--- config.mk ---
export PLATFORM = sky130hd
export DESIGN_NAME = i2s_output_flat
export DESIGN_NICKNAME = d
export VERILOG_FILES = /design/src/rtl/i2s_output_pkg.sv /design/src/rtl/i2s_output_if.sv /design/src/rtl/i2s_clock_gen.sv /design/src/rtl/i2s_output.sv /design/src/flat_wrapper.sv
export SDC_FILE = /design/constraint.sdc
export NUM_CORES = 1
export LEC_CHECK = 0
export BUFFER_PORTS_ARGS = -buffer_cell sky130_fd_sc_hd__buf_4
export CAP_MARGIN = 20
export CORE_UTILIZATION = 54
export CTS_CLUSTER_DIAMETER = 80
export DETAILED_ROUTE_END_ITERATION = 12
export GPL_ROUTABILITY_DRIVEN = 0
export PLACE_DENSITY = 0.84
export SYNTH_ARGS = -nofsm -noshare
export SYNTH_HDL_FRONTEND = slang
export SYNTH_HIERARCHICAL = 1
export SYNTH_SLANG_ARGS = --single-unit
--- constraint.sdc ---
create_clock -name clk -period 2.03 [get_ports clk]
set_clock_uncertainty 0.05 [all_clocks]
set_input_delay 0.1015 -clock clk [delete_from_list [all_inputs] [get_ports clk]]
set_output_delay 0.1015 -clock clk [all_outputs]
set_load 0.1 [all_outputs]
--- src/rtl/i2s_output_pkg.sv ---
// Shared constants and payload types for the I2S output transmitter.
package i2s_output_pkg;

    localparam int unsigned BCLK_DIVIDE_DEF = 8;
    localparam int unsigned MCLK_DIVIDE_DEF = 2;
    localparam int unsigned SAMPLE_BITS_DEF = 16;
    localparam int unsigned CHAN_W          = 16;
    localparam int unsigned WORD_W          = 2 * CHAN_W;
    localparam int unsigned DIV_W           = 8;

    typedef struct packed {
        logic [CHAN_W-1:0] left;
        logic [CHAN_W-1:0] right;
    } sample_t;

    // Serial frame width: one left and one right channel.
    function automatic int unsigned frame_bits(input int unsigned sample_bits);
        return 2 * sample_bits;
    endfunction

endpackage

--- src/rtl/i2s_output_if.sv ---
// Sample-producer handshake into the I2S transmitter.
interface i2s_output_if;
    import i2s_output_pkg::*;

    sample_t in1;
    logic    in1_stb;
    logic    in1_ack;

    modport master (output in1, output in1_stb, input in1_ack);
    modport slave  (input in1, input in1_stb, output in1_ack);
endinterface

--- src/rtl/i2s_clock_gen.sv ---
// Free-running mclk and bclk dividers plus the bclk falling-event strobe.
module i2s_clock_gen
    import i2s_output_pkg::*;
#(
    parameter int unsigned BCLK_DIVIDE = BCLK_DIVIDE_DEF,
    parameter int unsigned MCLK_DIVIDE = MCLK_DIVIDE_DEF
) (
    input  logic clk,
    input  logic rst,
    output logic mclk_o,
    output logic bclk_o,
    output logic fall_c
);

    localparam logic [DIV_W-1:0] MCLK_TERM = DIV_W'(MCLK_DIVIDE - 1);
    localparam logic [DIV_W-1:0] BCLK_TERM = DIV_W'(BCLK_DIVIDE - 1);

    logic [DIV_W-1:0] mclk_cnt_q, mclk_cnt_d;
    logic [DIV_W-1:0] bclk_cnt_q, bclk_cnt_d;
    logic             mclk_q, mclk_d;
    logic             bclk_q, bclk_d;

    always_comb begin
        mclk_cnt_d = mclk_cnt_q + DIV_W'(1);
        mclk_d     = mclk_q;
        bclk_cnt_d = bclk_cnt_q + DIV_W'(1);
        bclk_d     = bclk_q;
        if (mclk_cnt_q == MCLK_TERM) begin
            mclk_cnt_d = '0;
            mclk_d     = ~mclk_q;
        end
        if (bclk_cnt_q == BCLK_TERM) begin
            bclk_cnt_d = '0;
            bclk_d     = ~bclk_q;
        end
    end

    // High on the cycle whose closing edge drives bclk 1->0.
    assign fall_c = (bclk_cnt_q == BCLK_TERM) && bclk_q;

    always_ff @(posedge clk) begin
        if (rst) begin
            mclk_cnt_q <= '0;
            bclk_cnt_q <= '0;
            mclk_q     <= 1'b0;
            bclk_q     <= 1'b0;
        end else begin
            mclk_cnt_q <= mclk_cnt_d;
            bclk_cnt_q <= bclk_cnt_d;
            mclk_q     <= mclk_d;
            bclk_q     <= bclk_d;
        end
    end

    assign mclk_o = mclk_q;
    assign bclk_o = bclk_q;

endmodule

--- src/rtl/i2s_output.sv ---
// I2S transmitter: one-entry sample holding register, slot counter and frame shifter.
module i2s_output
    import i2s_output_pkg::*;
#(
    parameter int unsigned BCLK_DIVIDE = BCLK_DIVIDE_DEF,
    parameter int unsigned MCLK_DIVIDE = MCLK_DIVIDE_DEF,
    parameter int unsigned SAMPLE_BITS = SAMPLE_BITS_DEF
) (
    input  logic         clk,
    input  logic         rst,
    i2s_output_if.slave  in_bus,
    output logic         mclk_out,
    output logic         bclk_out,
    output logic         lrclk_out,
    output logic         dout_out,
    output logic         underrun_out
);

    localparam int unsigned FRAME_BITS = frame_bits(SAMPLE_BITS);
    localparam int unsigned SLOT_W     = $clog2(FRAME_BITS);
    localparam logic [SLOT_W-1:0] SLOT_LAST  = SLOT_W'(FRAME_BITS - 1);
    localparam logic [SLOT_W-1:0] SLOT_LOAD  = SLOT_W'(1);
    localparam logic [SLOT_W-1:0] SLOT_RIGHT = SLOT_W'(SAMPLE_BITS);

    logic                  fall;
    logic [SLOT_W-1:0]     slot_q, slot_d;
    logic                  lrclk_q, lrclk_d;
    logic                  dout_q, dout_d;
    logic                  undr_q, undr_d;
    logic                  ack_q, ack_d;
    logic                  hold_valid_q, hold_valid_d;
    sample_t               hold_q, hold_d;
    logic [FRAME_BITS-1:0] shift_q, shift_d;
    logic [FRAME_BITS-1:0] frame_word;
    logic [FRAME_BITS-1:0] load_word;

    i2s_clock_gen #(
        .BCLK_DIVIDE (BCLK_DIVIDE),
        .MCLK_DIVIDE (MCLK_DIVIDE)
    ) u_clock_gen (
        .clk    (clk),
        .rst    (rst),
        .mclk_o (mclk_out),
        .bclk_o (bclk_out),
        .fall_c (fall)
    );

    // Narrower channels take the most significant bits of each half-word.
    assign frame_word = {hold_q.left[CHAN_W-1 -: SAMPLE_BITS],
                         hold_q.right[CHAN_W-1 -: SAMPLE_BITS]};

    always_comb begin
        slot_d       = slot_q;
        lrclk_d      = lrclk_q;
        dout_d       = dout_q;
        shift_d      = shift_q;
        hold_d       = hold_q;
        hold_valid_d = hold_valid_q;
        undr_d       = 1'b0;
        ack_d        = 1'b0;
        load_word    = '0;

        if (fall) begin
            slot_d  = (slot_q == SLOT_LAST) ? '0 : slot_q + SLOT_W'(1);
            lrclk_d = (slot_d >= SLOT_RIGHT);
            if (slot_d == SLOT_LOAD) begin
                load_word    = hold_valid_q ? frame_word : '0;
                shift_d      = load_word;
                dout_d       = load_word[FRAME_BITS-1];
                undr_d       = ~hold_valid_q;
                hold_valid_d = 1'b0;
            end else begin
                // Data lags lrclk by one slot, so slot 0 emits the last word's LSB.
                shift_d = {shift_q[FRAME_BITS-2:0], 1'b0};
                dout_d  = shift_q[FRAME_BITS-2];
            end
        end

        // Capture uses the pre-load valid flag, so a load always empties first.
        if (!hold_valid_q && !ack_q && in_bus.in1_stb) begin
            hold_d       = in_bus.in1;
            hold_valid_d = 1'b1;
            ack_d        = 1'b1;
        end
    end

    always_ff @(posedge clk) begin
        if (rst) begin
            slot_q       <= '0;
            lrclk_q      <= 1'b0;
            dout_q       <= 1'b0;
            shift_q      <= '0;
            hold_q       <= '0;
            hold_valid_q <= 1'b0;
            undr_q       <= 1'b0;
            ack_q        <= 1'b0;
        end else begin
            slot_q       <= slot_d;
            lrclk_q      <= lrclk_d;
            dout_q       <= dout_d;
            shift_q      <= shift_d;
            hold_q       <= hold_d;
            hold_valid_q <= hold_valid_d;
            undr_q       <= undr_d;
            ack_q        <= ack_d;
        end
    end

    assign lrclk_out      = lrclk_q;
    assign dout_out       = dout_q;
    assign underrun_out   = undr_q;
    assign in_bus.in1_ack = ack_q;

endmodule

--- src/flat_wrapper.sv ---
// flat-port wrapper written by rule: the top's interface ports become plain ports
module i2s_output_flat import i2s_output_pkg::*;
#(
    parameter int unsigned BCLK_DIVIDE = BCLK_DIVIDE_DEF,
    parameter int unsigned MCLK_DIVIDE = MCLK_DIVIDE_DEF,
    parameter int unsigned SAMPLE_BITS = SAMPLE_BITS_DEF
)
  (clk, rst, mclk_out, bclk_out, lrclk_out, dout_out, underrun_out, in_bus_in1, in_bus_in1_stb, in_bus_in1_ack);
  i2s_output_if in_bus_i ();
  input  logic clk;
  input  logic rst;
  output logic mclk_out;
  output logic bclk_out;
  output logic lrclk_out;
  output logic dout_out;
  output logic underrun_out;
  input wire logic [$bits(in_bus_i.in1)-1:0] in_bus_in1;
  input wire logic [$bits(in_bus_i.in1_stb)-1:0] in_bus_in1_stb;
  output wire logic [$bits(in_bus_i.in1_ack)-1:0] in_bus_in1_ack;
  assign in_bus_i.in1 = in_bus_in1;
  assign in_bus_i.in1_stb = in_bus_in1_stb;
  assign in_bus_in1_ack = in_bus_i.in1_ack;
  i2s_output #(.BCLK_DIVIDE(BCLK_DIVIDE), .MCLK_DIVIDE(MCLK_DIVIDE), .SAMPLE_BITS(SAMPLE_BITS)) u_core (.clk(clk), .rst(rst), .in_bus(in_bus_i), .mclk_out(mclk_out), .bclk_out(bclk_out), .lrclk_out(lrclk_out), .dout_out(dout_out), .underrun_out(underrun_out));
endmodule
== Word-level counts from Yosys, hierarchy flattened ==
Cells that the tools add are included.

* Mux-type cells: 8
* Add/sub/neg operators: 3
* Equal/unequal tests: 4
* $lt $le $gt $ge: 1
* Reduce and logical (&&, ||, !) cells: 11
* Bitwise logic cells: 5

{| class="wikitable"
|+ Operators with widths
! operator !! number
|-
| $mux W32 || 1
|-
| $mux W31 || 1
|-
| $add A8 B1 Y8 const B || 2
|-
| $eq A8 B1 Y1 const B || 1
|-
| $eq A8 B3 Y1 const B || 1
|-
| $add A5 B1 Y5 const B || 1
|-
| $eq A5 B1 Y1 const B || 1
|-
| $eq A5 B5 Y1 const B || 1
|-
| $ge A5 B5 Y1 const B || 1
|-
| $mux W1 || 5
|-
| $mux W5 || 1
|-
| $not A1 Y1 || 5
|-
| $reduce_bool A2 Y1 || 2
|-
| $reduce_or A2 Y1 || 2
|-
| $logic_and A1 B1 Y1 || 3
|-
| $reduce_or A3 Y1 || 1
|-
| $logic_not A1 Y1 || 2
|-
| $reduce_and A2 Y1 || 1
|}

* Word-level logic and storage cells: 45
* Output and inout port bits: 6
* Register bits: 91

== Depth between registers and ports, before layout ==
* Word-level depth: 6
* Mapped depth: 9
* Mapped depth without buffers: 6

== By module ==
Netlist, hierarchy kept.

{| class="wikitable"
|+ By module, submodules not included
! module !! cells an instance !! instances !! area each (um^2)
|-
| i2s_output || 376 || 1 || 3729.8
|-
| i2s_clock_gen || 86 || 1 || 772.0
|}

== Worst setup path after synthesis ==
No wires, ideal clock.

* Path type: register to register
* Start point: reg u_core.u_clock_gen.bclk_q, in the netlist u_core/u_clock_gen/bclk_o
* End point: reg u_core.slot_q[2]
* Cell stages (with the launch flop): 9
* Required time: 1.852 ns
* Path slack: -0.425 ns
* Library setup time: 0.128 ns
* Arrival time: 2.277 ns
* Path through: dfxtp_1 > inv_1 > nor4b_1 > buf_2 > buf_2 > buf_2 > o21ai_0 > a21oi_1 > nor2_1

* Cells in the longest elaborated chain, start to end: 1

{| class="wikitable"
|+ Ends and longest elaborated chain
! element !! RTL line !! source
|-
| from (decl) || i2s_clock_gen.sv:21 || <nowiki>logic bclk_q, bclk_d;</nowiki>
|-
| from (signal assigned) || i2s_clock_gen.sv:51 || <nowiki>bclk_q <= bclk_d;</nowiki>
|-
| $logic_and A1 B1 Y1 || i2s_clock_gen.sv:39 || <nowiki>assign fall_c = (bclk_cnt_q == BCLK_TERM) && bclk_q;</nowiki>
|-
| named net u_core.fall || i2s_output.sv:25 || <nowiki>logic fall;</nowiki>
|-
| to (signal assigned) || i2s_output.sv:98 || <nowiki>slot_q <= slot_d;</nowiki>
|-
| to (decl) || i2s_output.sv:26 || <nowiki>logic [SLOT_W-1:0] slot_q, slot_d;</nowiki>
|}

The timed path passes the listed nets, and every way through them passes these cells.
A chain may end at the register's enable or synchronous reset.

== Worst setup path in the final report ==
* Start point: reg u_core.slot_q[1]
* End point: reg u_core.shift_q[0]

* Cells in the longest elaborated chain, start to end: 4
* Elaborated cells between the ends (all ways): 5

{| class="wikitable"
|+ Ends and longest elaborated chain
! element !! RTL line !! source
|-
| $add A5 B1 Y5 / $eq A5 B5 Y1 (equally long branches) || i2s_output.sv:64 || <nowiki>slot_d = (slot_q == SLOT_LAST) ? '0 : slot_q + SLOT_W'(1);</nowiki>
|-
| $mux W5 (*) || i2s_output.sv:64 ||
|-
| $eq A5 B1 Y1 (*) || i2s_output.sv:66 || <nowiki>if (slot_d == SLOT_LOAD) begin</nowiki>
|-
| $mux W31 (*) || i2s_output.sv:66 ||
|-
| to (signal assigned) || i2s_output.sv:101 || <nowiki>shift_q <= shift_d;</nowiki>
|-
| to (decl) || i2s_output.sv:33 || <nowiki>logic [FRAME_BITS-1:0] shift_q, shift_d;</nowiki>
|}

Mark *: on every way between the ends. The rest lies on a longest branch, timed or not.

==> reports/qor.yml <==
mostFrequentLayoutCell: "dfxtp_1"
hold_violations: 0
final.min_clock_period_ns: 2.12
nFillCells: 494
cp_cell_sequence: "ha_4, and3_4, ha_4, nor4_4, buf_6, nand4_1, o31ai_1"
drt-pass1-iter-count: 5
synth_fa_ha_area_share_pct: 1.39
antenna_cells: 0
grt_max_degree: 35
grt_pass1_vias: 3869
synth_top_family_by_area: "compound AO/OA/AOI/OAI gates"
cp_slowest_stage_delay_ns: 0.40
cpLargestDelayFamily: "simple AND/OR/NAND/NOR gates"
worst_slack_ns: -0.0926
path_buf_inv: 1
endpoint_kind: "flop"
io_pins: 41
drtIter0Drc: 446
ys_types: 47
cts_htree_levels: 3
die_h_um: 93.3
yosys-top-cells-area: "dfxtp_1, a211oi_2, mux2i_1"
final_cell_mix: "dfxtp_1, buf_4, nor2_1"
dp_hpwl_mm: 6.57
syn-instance-count: 462
synth_xor_xnor_area_share_pct: 2.14
p_leak_nw: 2.14
synth_area_mm2: 0.00450
numCtsBuffers: 9
power_density_mw_per_mm2: 592
gr-total-overflow: 0
cpMostUsedCell: "ha_4"
yosys.area_share.simple_pct: 13.9
layout.cells.non_filler: 656
maxCapViolCount: 0
crit_required_ns: 2.24
grt_pass1_wl_mm: 18.1
ys_seq_area_share_pct: 40.0
worst_pin_slew_ns: 0.797
setup_viol: 33
muxShareOfSynthArea_pct: 7.56
syn_nets: 502
slew_viol_final: 0
ys_warn_count: 6
root_buffer: "clkbuf_8"
violations: "negative setup slack"
cts_tree: "built"
rsz0062_at_grt: "yes"
vias_per_cell: 6.53
synth_compound_area_share_pct: 27.7
dp_cells: 591
synth_top_cell_area_share_pct: 40.0
path_max_fanout: 5
finalWirelength_mm: 12.7
critPathSlowestCell: "nor4_4"
cts.sinks: 90
tns_ns: -1.08
layout-drive-gt1-share_pct: 32.1
die_w_um: 93.3
start_util_pct: 57.1
finalPower_mw: 3.47
insertion_delay_ns: 0.36
fmax_mhz: 471
status: "finished, violations left"
fin_nets: 589
hold_path_class: "primary input to flop"
crit_type: "flop to flop"
synth-edff-count: 0
slew_headroom_pct: 46.8
drc: 0
wl_per_cell_um: 19.4
rows: 32
syn_avg_cell_area_um2: 9.74
dp_slack_ns: -0.0232
syn_to_final_growth_pct: 30.3
worstPathArrival_ns: 2.33
dieArea_mm2: 0.00871
cts_max_path_buffers: 2
ys_seq_elements: 90
vias: 4284
io_buffers: 40
yosysTopAreaCell: "dfxtp_1"
grt_antenna_before_repair: 0
path_clk_slew_ns: 0.09
critical_path.startpoint_type: "flop"
finalCritPeriodShare_pct: 105
postRouteAntennaNets: 0
dominantRegCellSynth: "dfxtp_1"
vdd_drop_max_uv: 418
synthArstFlopShare_pct: 0
coreArea_mm2: 0.00789
gr-usage-all-layers_pct: 26.1
[routing by layer]
metal	track usage, %	wire [um]	vias up
li1	-	-	1897
met1	32.5	5090	2097
met2	44.7	6340	247
met3	3.66	912	43
met4	11.5	380	0
met5	0	0	-
[worst paths after layout]
| path | slack (ns) | startpoint | to | cells after the start |
|---|---|---|---|---|
| worst max-delay path | -0.09 | u_core/slot_q[1] | u_core/shift_q[0] | 7 |
| worst max register to register | -0.09 | u_core/slot_q[1] | u_core/shift_q[0] | 7 |
| worst min-delay path | 0.05 | rst | u_core/frame_word[5] | 2 |
| worst min register to register | 0.40 | u_core/u_clock_gen/bclk_cnt_q[0] | u_core/u_clock_gen/bclk_cnt_q[0] | 1 |
[cell usage after synthesis, drive strengths merged (2+ instances only)]
cell type / n
dfxtp: 90
a211oi: 67
nor2: 53
mux2i: 34
a21oi: 31
buf: 30
nand2b: 21
o221ai: 21
clkbuf: 14
inv: 13
nand3: 10
o21ai: 10
or3: 9
a21boi: 5
a221o: 5
a311o: 5
ha: 5
nand2: 5
nor2b: 5
xor2: 5
nand4: 3
xnor2: 3
and2: 2
nor4b: 2
o41ai: 2
or4b: 2
[final cells by class]
type                       instances  area [um^2]  share of cell area [%]
multi-input combinational        315         2520                    42.9
sequential                        90         1810                    30.9
timing repair buffer             119         1160                    19.8
clock buffer                      10          149                    2.54
tap                              102          128                    2.18
inverter                          13         48.8                   0.832
clock inverter                     6         40.0                   0.683
timing repair inverter             1         7.51                   0.128
[worst reg2reg max path, cell delays in order (launching register included)]
cell and delay, ns:
dfxtp_4 0.37, ha_4 0.19, and3_4 0.19, ha_4 0.17, nor4_4 0.40, buf_6 0.18, nand4_1 0.15, o31ai_1 0.32
[registers in the layout, summed over array words and instances (netlist names)]
register	cells
u_core/hold_valid_q	1
u_core/u_clock_gen/bclk_o	1
u_core/frame_word	32
u_core/underrun_out	1
u_core/slot_q	5
u_core/u_clock_gen/mclk_cnt_q	8
u_core/dout_out	1
u_core/in_bus.in1_ack	1
u_core/u_clock_gen/mclk_o	1
u_core/shift_q	31
u_core/u_clock_gen/bclk_cnt_q	8
[report_power, final]
| part | total [mW] | internal [mW] | switching (mW) |
|---|---|---|---|
| clock | 1.18 | 0.517 | 0.665 |
| sequential | 1.88 | 1.83 | 0.0524 |
| combinational | 0.407 | 0.193 | 0.214 |
| total | 3.47 | 2.54 | 0.931 |
[logic make-up (layout without fill, tap and decap cells)]
group | after synthesis | in the layout
DFF | 90 | 90
buffers and inverters | 57 | 149
and+or+nand+nor | 118 | 118
adders and majority gates | 5 | 5
AOI/OAI and AO/OA | 150 | 150
xor gates and xnor gates | 8 | 8
muxes | 34 | 34
[what timing repair did]
action                                  4_1_cts  5_1_grt
cloned                                        2        5
setup buffers                                 4        6
resized for setup                             5       34
hold endpoints to repair                     32        0
endpoints found under the setup margin       24       36
pin swaps                                     0        5
hold buffers                                 32        0
[through the flow]
stage	hold slack, ns	area [um^2]	util [%]
finish	0.0522	5860	74.3
detailed placement	0.292	4970	63.1
global placement	0.284	4970	63.1
floorplan	0.111	4520	-
global route	0.0644	5860	74.3
CTS	0.0465	5570	70.6
Note: power is estimated with default switching activity, not from simulation.
